===== src/rtl/scanner_pkg.sv =====
// Shared state encoding and default sizing for the scan buffer controller.
// Pure declarations: no logic, no latency, no flow control.
package scanner_pkg;

    typedef enum logic [2:0] {
        ST_LOW_POWER = 3'd0,
        ST_STANDBY   = 3'd1,
        ST_SCANNING  = 3'd2,
        ST_IDLE      = 3'd3,
        ST_XFERRING  = 3'd4,
        ST_FLUSHING  = 3'd5
    } state_e;

    localparam int DEF_DEPTH       = 10;
    localparam int DEF_FILL_STEP   = 1;
    localparam int DEF_DRAIN_STEP  = 1;
    localparam int DEF_FLUSH_STEP  = 2;
    localparam int DEF_STANDBY_LVL = 8;
    localparam int DEF_START_LVL   = 9;

endpackage


===== src/rtl/level_counter.sv =====
// Saturating up/down fill counter clamped to [0, DEPTH].
// One-cycle update; no backpressure, clear beats increment beats decrement.
module level_counter #(
    parameter int DEPTH = 10,
    parameter int LW    = $clog2(DEPTH + 1)
) (
    input  logic          clk,
    input  logic          i_clr,
    input  logic          i_inc,
    input  logic          i_dec,
    input  logic [LW-1:0] i_up_step,
    input  logic [LW-1:0] i_dn_step,
    output logic [LW-1:0] o_level,
    output logic [LW-1:0] o_up_val,
    output logic [LW-1:0] o_dn_val
);

    localparam logic [LW:0] CEIL = (LW + 1)'(DEPTH);

    logic [LW-1:0] r_level;
    logic [LW:0]   w_sum;
    logic [LW:0]   w_diff;

    // One extra bit catches both overflow past DEPTH and borrow below zero.
    assign w_sum    = {1'b0, r_level} + {1'b0, i_up_step};
    assign w_diff   = {1'b0, r_level} - {1'b0, i_dn_step};
    assign o_up_val = (w_sum > CEIL) ? CEIL[LW-1:0] : w_sum[LW-1:0];
    assign o_dn_val = w_diff[LW] ? '0 : w_diff[LW-1:0];
    assign o_level  = r_level;

    always_ff @(posedge clk) begin
        if (i_clr) begin
            r_level <= '0;
        end else if (i_inc) begin
            r_level <= o_up_val;
        end else if (i_dec) begin
            r_level <= o_dn_val;
        end
    end

endmodule


===== src/rtl/scan_buffer_ctrl.sv =====
// Scan buffer controller: fill on scan, drain on transfer/flush, peer handshake pulses.
// All outputs registered, one edge from qualifying input; no backpressure.
module scan_buffer_ctrl
    import scanner_pkg::*;
#(
    parameter int DEPTH       = DEF_DEPTH,
    parameter int FILL_STEP   = DEF_FILL_STEP,
    parameter int DRAIN_STEP  = DEF_DRAIN_STEP,
    parameter int FLUSH_STEP  = DEF_FLUSH_STEP,
    parameter int STANDBY_LVL = DEF_STANDBY_LVL,
    parameter int START_LVL   = DEF_START_LVL,
    parameter int LW          = $clog2(DEPTH + 1)
) (
    input  logic          clk,
    input  logic          reset,
    input  logic          goToStandby,
    input  logic          startScan,
    input  logic          startTransfer,
    input  logic          flush,
    input  logic          abort,
    output logic [LW-1:0] level,
    output logic [2:0]    state,
    output logic          otherGoToStandby,
    output logic          otherStartScan,
    output logic          otherFlush,
    output logic          done
);

    if (!(STANDBY_LVL >= 1 && STANDBY_LVL <= START_LVL && START_LVL <= DEPTH &&
          FILL_STEP >= 1 && FILL_STEP <= DEPTH && DRAIN_STEP >= 1 && DRAIN_STEP <= DEPTH &&
          FLUSH_STEP >= 1 && FLUSH_STEP <= DEPTH)) begin : g_bad_params
        $error("scan_buffer_ctrl: illegal level/step parameters");
    end

    localparam logic [LW-1:0] FULL_L  = LW'(DEPTH);
    localparam logic [LW-1:0] FILL_L  = LW'(FILL_STEP);
    localparam logic [LW-1:0] DRAIN_L = LW'(DRAIN_STEP);
    localparam logic [LW-1:0] FLUSH_L = LW'(FLUSH_STEP);
    localparam logic [LW-1:0] SB_L    = LW'(STANDBY_LVL);
    localparam logic [LW-1:0] SS_L    = LW'(START_LVL);

    state_e        r_state;
    state_e        w_state_nxt;
    logic          r_sb_p, r_ss_p, r_flush_p, r_done_p;
    logic          w_sb_p, w_ss_p, w_flush_p, w_done_p;
    logic          w_inc, w_dec;
    logic [LW-1:0] w_dn_step;
    logic [LW-1:0] w_level;
    logic [LW-1:0] w_up_val;
    logic [LW-1:0] w_dn_val;

    level_counter #(
        .DEPTH (DEPTH),
        .LW    (LW)
    ) u_level (
        .clk       (clk),
        .i_clr     (reset),
        .i_inc     (w_inc),
        .i_dec     (w_dec),
        .i_up_step (FILL_L),
        .i_dn_step (w_dn_step),
        .o_level   (w_level),
        .o_up_val  (w_up_val),
        .o_dn_val  (w_dn_val)
    );

    always_comb begin
        w_state_nxt = r_state;
        w_inc       = 1'b0;
        w_dec       = 1'b0;
        w_dn_step   = DRAIN_L;
        w_sb_p      = 1'b0;
        w_ss_p      = 1'b0;
        w_flush_p   = 1'b0;
        w_done_p    = 1'b0;
        case (r_state)
            ST_LOW_POWER: if (goToStandby) w_state_nxt = ST_STANDBY;
            ST_STANDBY:   if (startScan)   w_state_nxt = ST_SCANNING;
            ST_SCANNING: begin
                if (abort) begin
                    w_state_nxt = ST_FLUSHING;
                    w_flush_p   = 1'b1;
                end else begin
                    w_inc = 1'b1;
                    // Fill is monotone, so a threshold is crossed exactly once per scan.
                    w_sb_p = (w_level < SB_L) && (w_up_val >= SB_L);
                    w_ss_p = (w_level < SS_L) && (w_up_val >= SS_L);
                    if (w_up_val == FULL_L) w_state_nxt = ST_IDLE;
                end
            end
            ST_IDLE: begin
                if (startTransfer) begin
                    w_state_nxt = ST_XFERRING;
                end else if (flush) begin
                    w_state_nxt = ST_FLUSHING;
                    w_flush_p   = 1'b1;
                end
            end
            ST_XFERRING, ST_FLUSHING: begin
                w_dec     = 1'b1;
                w_dn_step = (r_state == ST_FLUSHING) ? FLUSH_L : DRAIN_L;
                if (w_dn_val == '0) begin
                    w_state_nxt = ST_LOW_POWER;
                    w_done_p    = 1'b1;
                end
            end
            default: w_state_nxt = ST_LOW_POWER;
        endcase
    end

    always_ff @(posedge clk) begin
        if (reset) begin
            r_state   <= ST_LOW_POWER;
            r_sb_p    <= 1'b0;
            r_ss_p    <= 1'b0;
            r_flush_p <= 1'b0;
            r_done_p  <= 1'b0;
        end else begin
            r_state   <= w_state_nxt;
            r_sb_p    <= w_sb_p;
            r_ss_p    <= w_ss_p;
            r_flush_p <= w_flush_p;
            r_done_p  <= w_done_p;
        end
    end

    assign level            = w_level;
    assign state            = r_state;
    assign otherGoToStandby = r_sb_p;
    assign otherStartScan   = r_ss_p;
    assign otherFlush       = r_flush_p;
    assign done             = r_done_p;

endmodule


===== config.mk =====
export PLATFORM = sky130hd
export DESIGN_NAME = scan_buffer_ctrl
export DESIGN_NICKNAME = d
export VERILOG_FILES = /design/src/rtl/scanner_pkg.sv /design/src/rtl/level_counter.sv /design/src/rtl/scan_buffer_ctrl.sv
export SDC_FILE = /design/constraint.sdc
export NUM_CORES = 1
export LEC_CHECK = 0
export BUFFER_PORTS_ARGS = -buffer_cell sky130_fd_sc_hd__buf_4
export CORE_UTILIZATION = 56
export CTS_BUF_LIST = sky130_fd_sc_hd__clkbuf_16
export DETAILED_ROUTE_END_ITERATION = 8
export HOLD_SLACK_MARGIN = 0.03
export PLACE_DENSITY = 0.82
export SLEW_MARGIN = 25
export SYNTH_ARGS = -nofsm -noshare
export SYNTH_HDL_FRONTEND = slang
export SYNTH_SLANG_ARGS = --single-unit

===== constraint.sdc =====
create_clock -name clk -period 4.05 [get_ports clk]
set_input_delay 0 -clock clk [delete_from_list [all_inputs] [get_ports clk]]
set_output_delay 0 -clock clk [all_outputs]
set_load 0.02 [all_outputs]

==> impl_results.md <==
* Run status: finished, final reports clean
* Via count of the first global-routing pass at 724
* Area of all placed cells without fillers at 1050 um2
* Synth Register Bits at 11
* IO Pins at 18
* IO Port Bufs at 17
* Sequential element share of the synthesized area at 26.0%
* Clock tree from TritonCTS: built
* Final number of max-transition violations at 0
* Post-synthesis cell area at 846 um2
* Crit-path leading delay family: compound AO/OA/AOI/OAI gates
* Filler cells at 109
* Detailed Place HPWL at 1480 um
* Clock Skew at 0.00110 ns
* Power after layout at 0.471 mW
* Clock transition at path regs at 0.04 ns
* Later-pin clock latency in the skew report at 0.24 ns
* Critical path fanouts, max at 8
* Number of maximum-capacitance violations at 0
* Total of hold buffers inserted after clock tree synthesis at 0
* Pin slew with the least headroom to its limit at 0.527 ns
* DRC violations left at 0
* Number of antenna violations at the first check in global routing at 0
* Total routing resource utilization after global routing at 30.6%
* Die area at 1670 um2
* Syn Area/Cell at 7.69 um2
* Count of flip-flops with a built-in enable after synthesis at 0
* Cells after synthesis at 110
* Count of yosys warnings during synthesis at 0
* Quantity of gates resized following cts at 0
* Detailed-route wire length per cell at 15.4 um
* Prevailing post-synth register cell: dfxtp_1
* Period Utilization, post-route at 64.9%
* First-pass iteration count of the detailed router at 4
* Total negative setup slack at 0 ns
* Total count of hold-check failures in the final report at 0
* Number of sinks on the clock net at 11
* DRT iter0 DRCs at 24
* Crit. End Element: flip-flop
* Global route overflow at 0
* Req. time, crit path at 4.19 ns
* Critical path cell sequence: inv_1 > nor2_1 > nand2_1 > ha_1 > fa_1 > nor2b_1 > a311o_1 > a41oi_1 > o21ai_0 > o41ai_1
* Die extent in x at 40.9 um
* Share of flip-flops with an asynchronous set or reset after synthesis at 0%
* Largest net degree at the start of global routing at 19
* Share of layout cells above drive strength 1 at 20.8%
* Diode count at 0
* CP arrival at 2.77 ns
* Timing-limited maximum frequency at 0.381 GHz
* Final-report setup violation count at 0
* Maximum vdd ir drop at 356 uV
* Level count of the clock H-tree at 1
* Buffering stage count on the worst path with inverters included at 1
* Core area at 1350 um2
* Syn nets at 123
* Final #Nets at 139
* CP peak stage delay at 0.46 ns
* Count of different cell masters after synthesis at 40
* Worst slew margin at 64.8%
* Worst min path class: primary input to flip-flop
* Remaining antenna violation count at 0
* Unrepaired setup endpoints after global routing: false
* Highest-delay cell along the critical path: fa_1
* Total vias in the final route at 878
* Routed vias/inst at 6.27
* Die height at 40.9 um
* Power Density at 450 nW/um2
* Crit path launch type: flip-flop
* First-pass GRT wire length at 3240 um
* Clock Path Buffers at 2
* Clk Tree Root Cell: clkbuf_16
* Leakage power summed over all cells at 0.416 nW
* Time the worst path needs with I/O delays and setup at 2.63 ns
* CTS Buf Count at 3
* Post-CTS Setup Bufs at 0
* Number of placement rows at 13
* Area post-placement at 967 um2
* Setup Crit Path Kind: flip-flop to flip-flop
* Weighted congestion reported at the end of routability-driven placement at 0.821
* Routed wire length at 2150 um
* Area added between synthesis and finish at 23.7%
* Initial Utilization at 62.7%
-- power breakdown --
group	switching (mW)	total (mW)	internal, mW
Clock	0.0500	0.180	0.130
Combinational	0.0789	0.147	0.0677
Sequential	0.0241	0.144	0.120
Total	0.153	0.471	0.318
-- through the flow --
stage,utilization [%],cells,hold slack (ns),setup slack [ns]
finish,77.5,140,0.0343,1.42
global route,77.5,140,0.0469,1.23
CTS,77.5,140,0.0333,1.44
detailed placement,71.6,136,0.276,1.45
global placement,71.6,136,0.279,1.57
floorplan,-,110,0.102,1.56
-- cells in the mapped netlist, types with 2 or more instances --
master	n	area share [%]
a21oi_1	3	1.8
a31oi_1	5	3.7
buf_2	2	1.2
clkbuf_1	4	1.8
dfxtp_1	11	26
ha_1	5	7.4
inv_1	8	3.6
mux2_2	2	2.7
mux2i_1	2	2.4
nand2_1	9	4.0
nand2b_1	4	3.0
nand3_1	7	4.1
nor2_1	10	4.4
nor2b_1	3	2.2
nor3_1	4	2.4
nor3b_1	2	1.8
o21ai_0	4	2.4
or2_2	2	1.5
or3_1	2	1.5
-- flip-flops by register name, summed over array words and instances, names as in the netlist --
name / cells
u_level.o_level: 4
otherFlush: 1
state: 3
otherStartScan: 1
otherGoToStandby: 1
done: 1
-- cell type report --
| type | count | area, um2 | area share [%] |
|---|---|---|---|
| Clock buffer | 3 | 75.1 | 7.18 |
| Clock inverter | 1 | 3.75 | 0.359 |
| Inverter | 8 | 30.0 | 2.87 |
| Multi-Input combinational cell | 85 | 571 | 54.5 |
| Sequential cell | 11 | 220 | 21.1 |
| Tap cell | 15 | 18.8 | 1.79 |
| Timing Repair Buffer | 17 | 128 | 12.2 |
-- final timing paths --
kind / startpoint / to / slack [ns] / cells past startpoint
worst max-delay path: state[2]$_SDFFE_PP0P_ / state[0]$_SDFFE_PP0P_ / 1.42 / 10
worst min-delay path: reset / u_level.o_level[2]$_SDFFE_PP0P_ / 0.03 / 2
worst max register to register: state[2]$_SDFFE_PP0P_ / state[0]$_SDFFE_PP0P_ / 1.42 / 10
worst min register to register: state[2]$_SDFFE_PP0P_ / otherFlush$_SDFF_PP0_ / 0.58 / 1
-- cells by family (layout without fill, tap and decap cells) --
kind of cell	Yosys count	in the layout	synth area share, %
and+or+nand+nor	50	50	31.2
AOI/OAI and AO/OA	25	25	21.5
buffers and inverters	14	29	6.51
DFF	11	11	26.0
adders and majority gates	6	6	9.76
muxes	4	4	5.03
-- metal layers --
| metal | GRT usage [%] | share of wire [%] | vias to the layer above |
|---|---|---|---|
| met5 | 0 | 0 | - |
| met3 | 9.24 | 5.8 | 8 |
| li1 | - | - | 428 |
| met1 | 37.7 | 45 | 407 |
| met4 | 15.0 | 2.9 | 0 |
| met2 | 47.7 | 47 | 35 |
-- cells in the final DEF (no fill, tap or decap), drive strengths merged, types with 2 or more instances in the layout --
| master | instances |
|---|---|
| nor3b | 2 |
| ha | 5 |
| or3 | 2 |
| inv | 9 |
| dfxtp | 11 |
| a21oi | 3 |
| or2 | 2 |
| clkbuf | 3 |
| o21ai | 4 |
| nand2 | 9 |
| buf | 17 |
| nand2b | 4 |
| a31oi | 5 |
| nor2 | 10 |
| mux2i | 2 |
| mux2 | 2 |
| nand3 | 7 |
| nor3 | 4 |
| nor2b | 3 |
No activity file was read; power rests on OpenSTA's default activity.
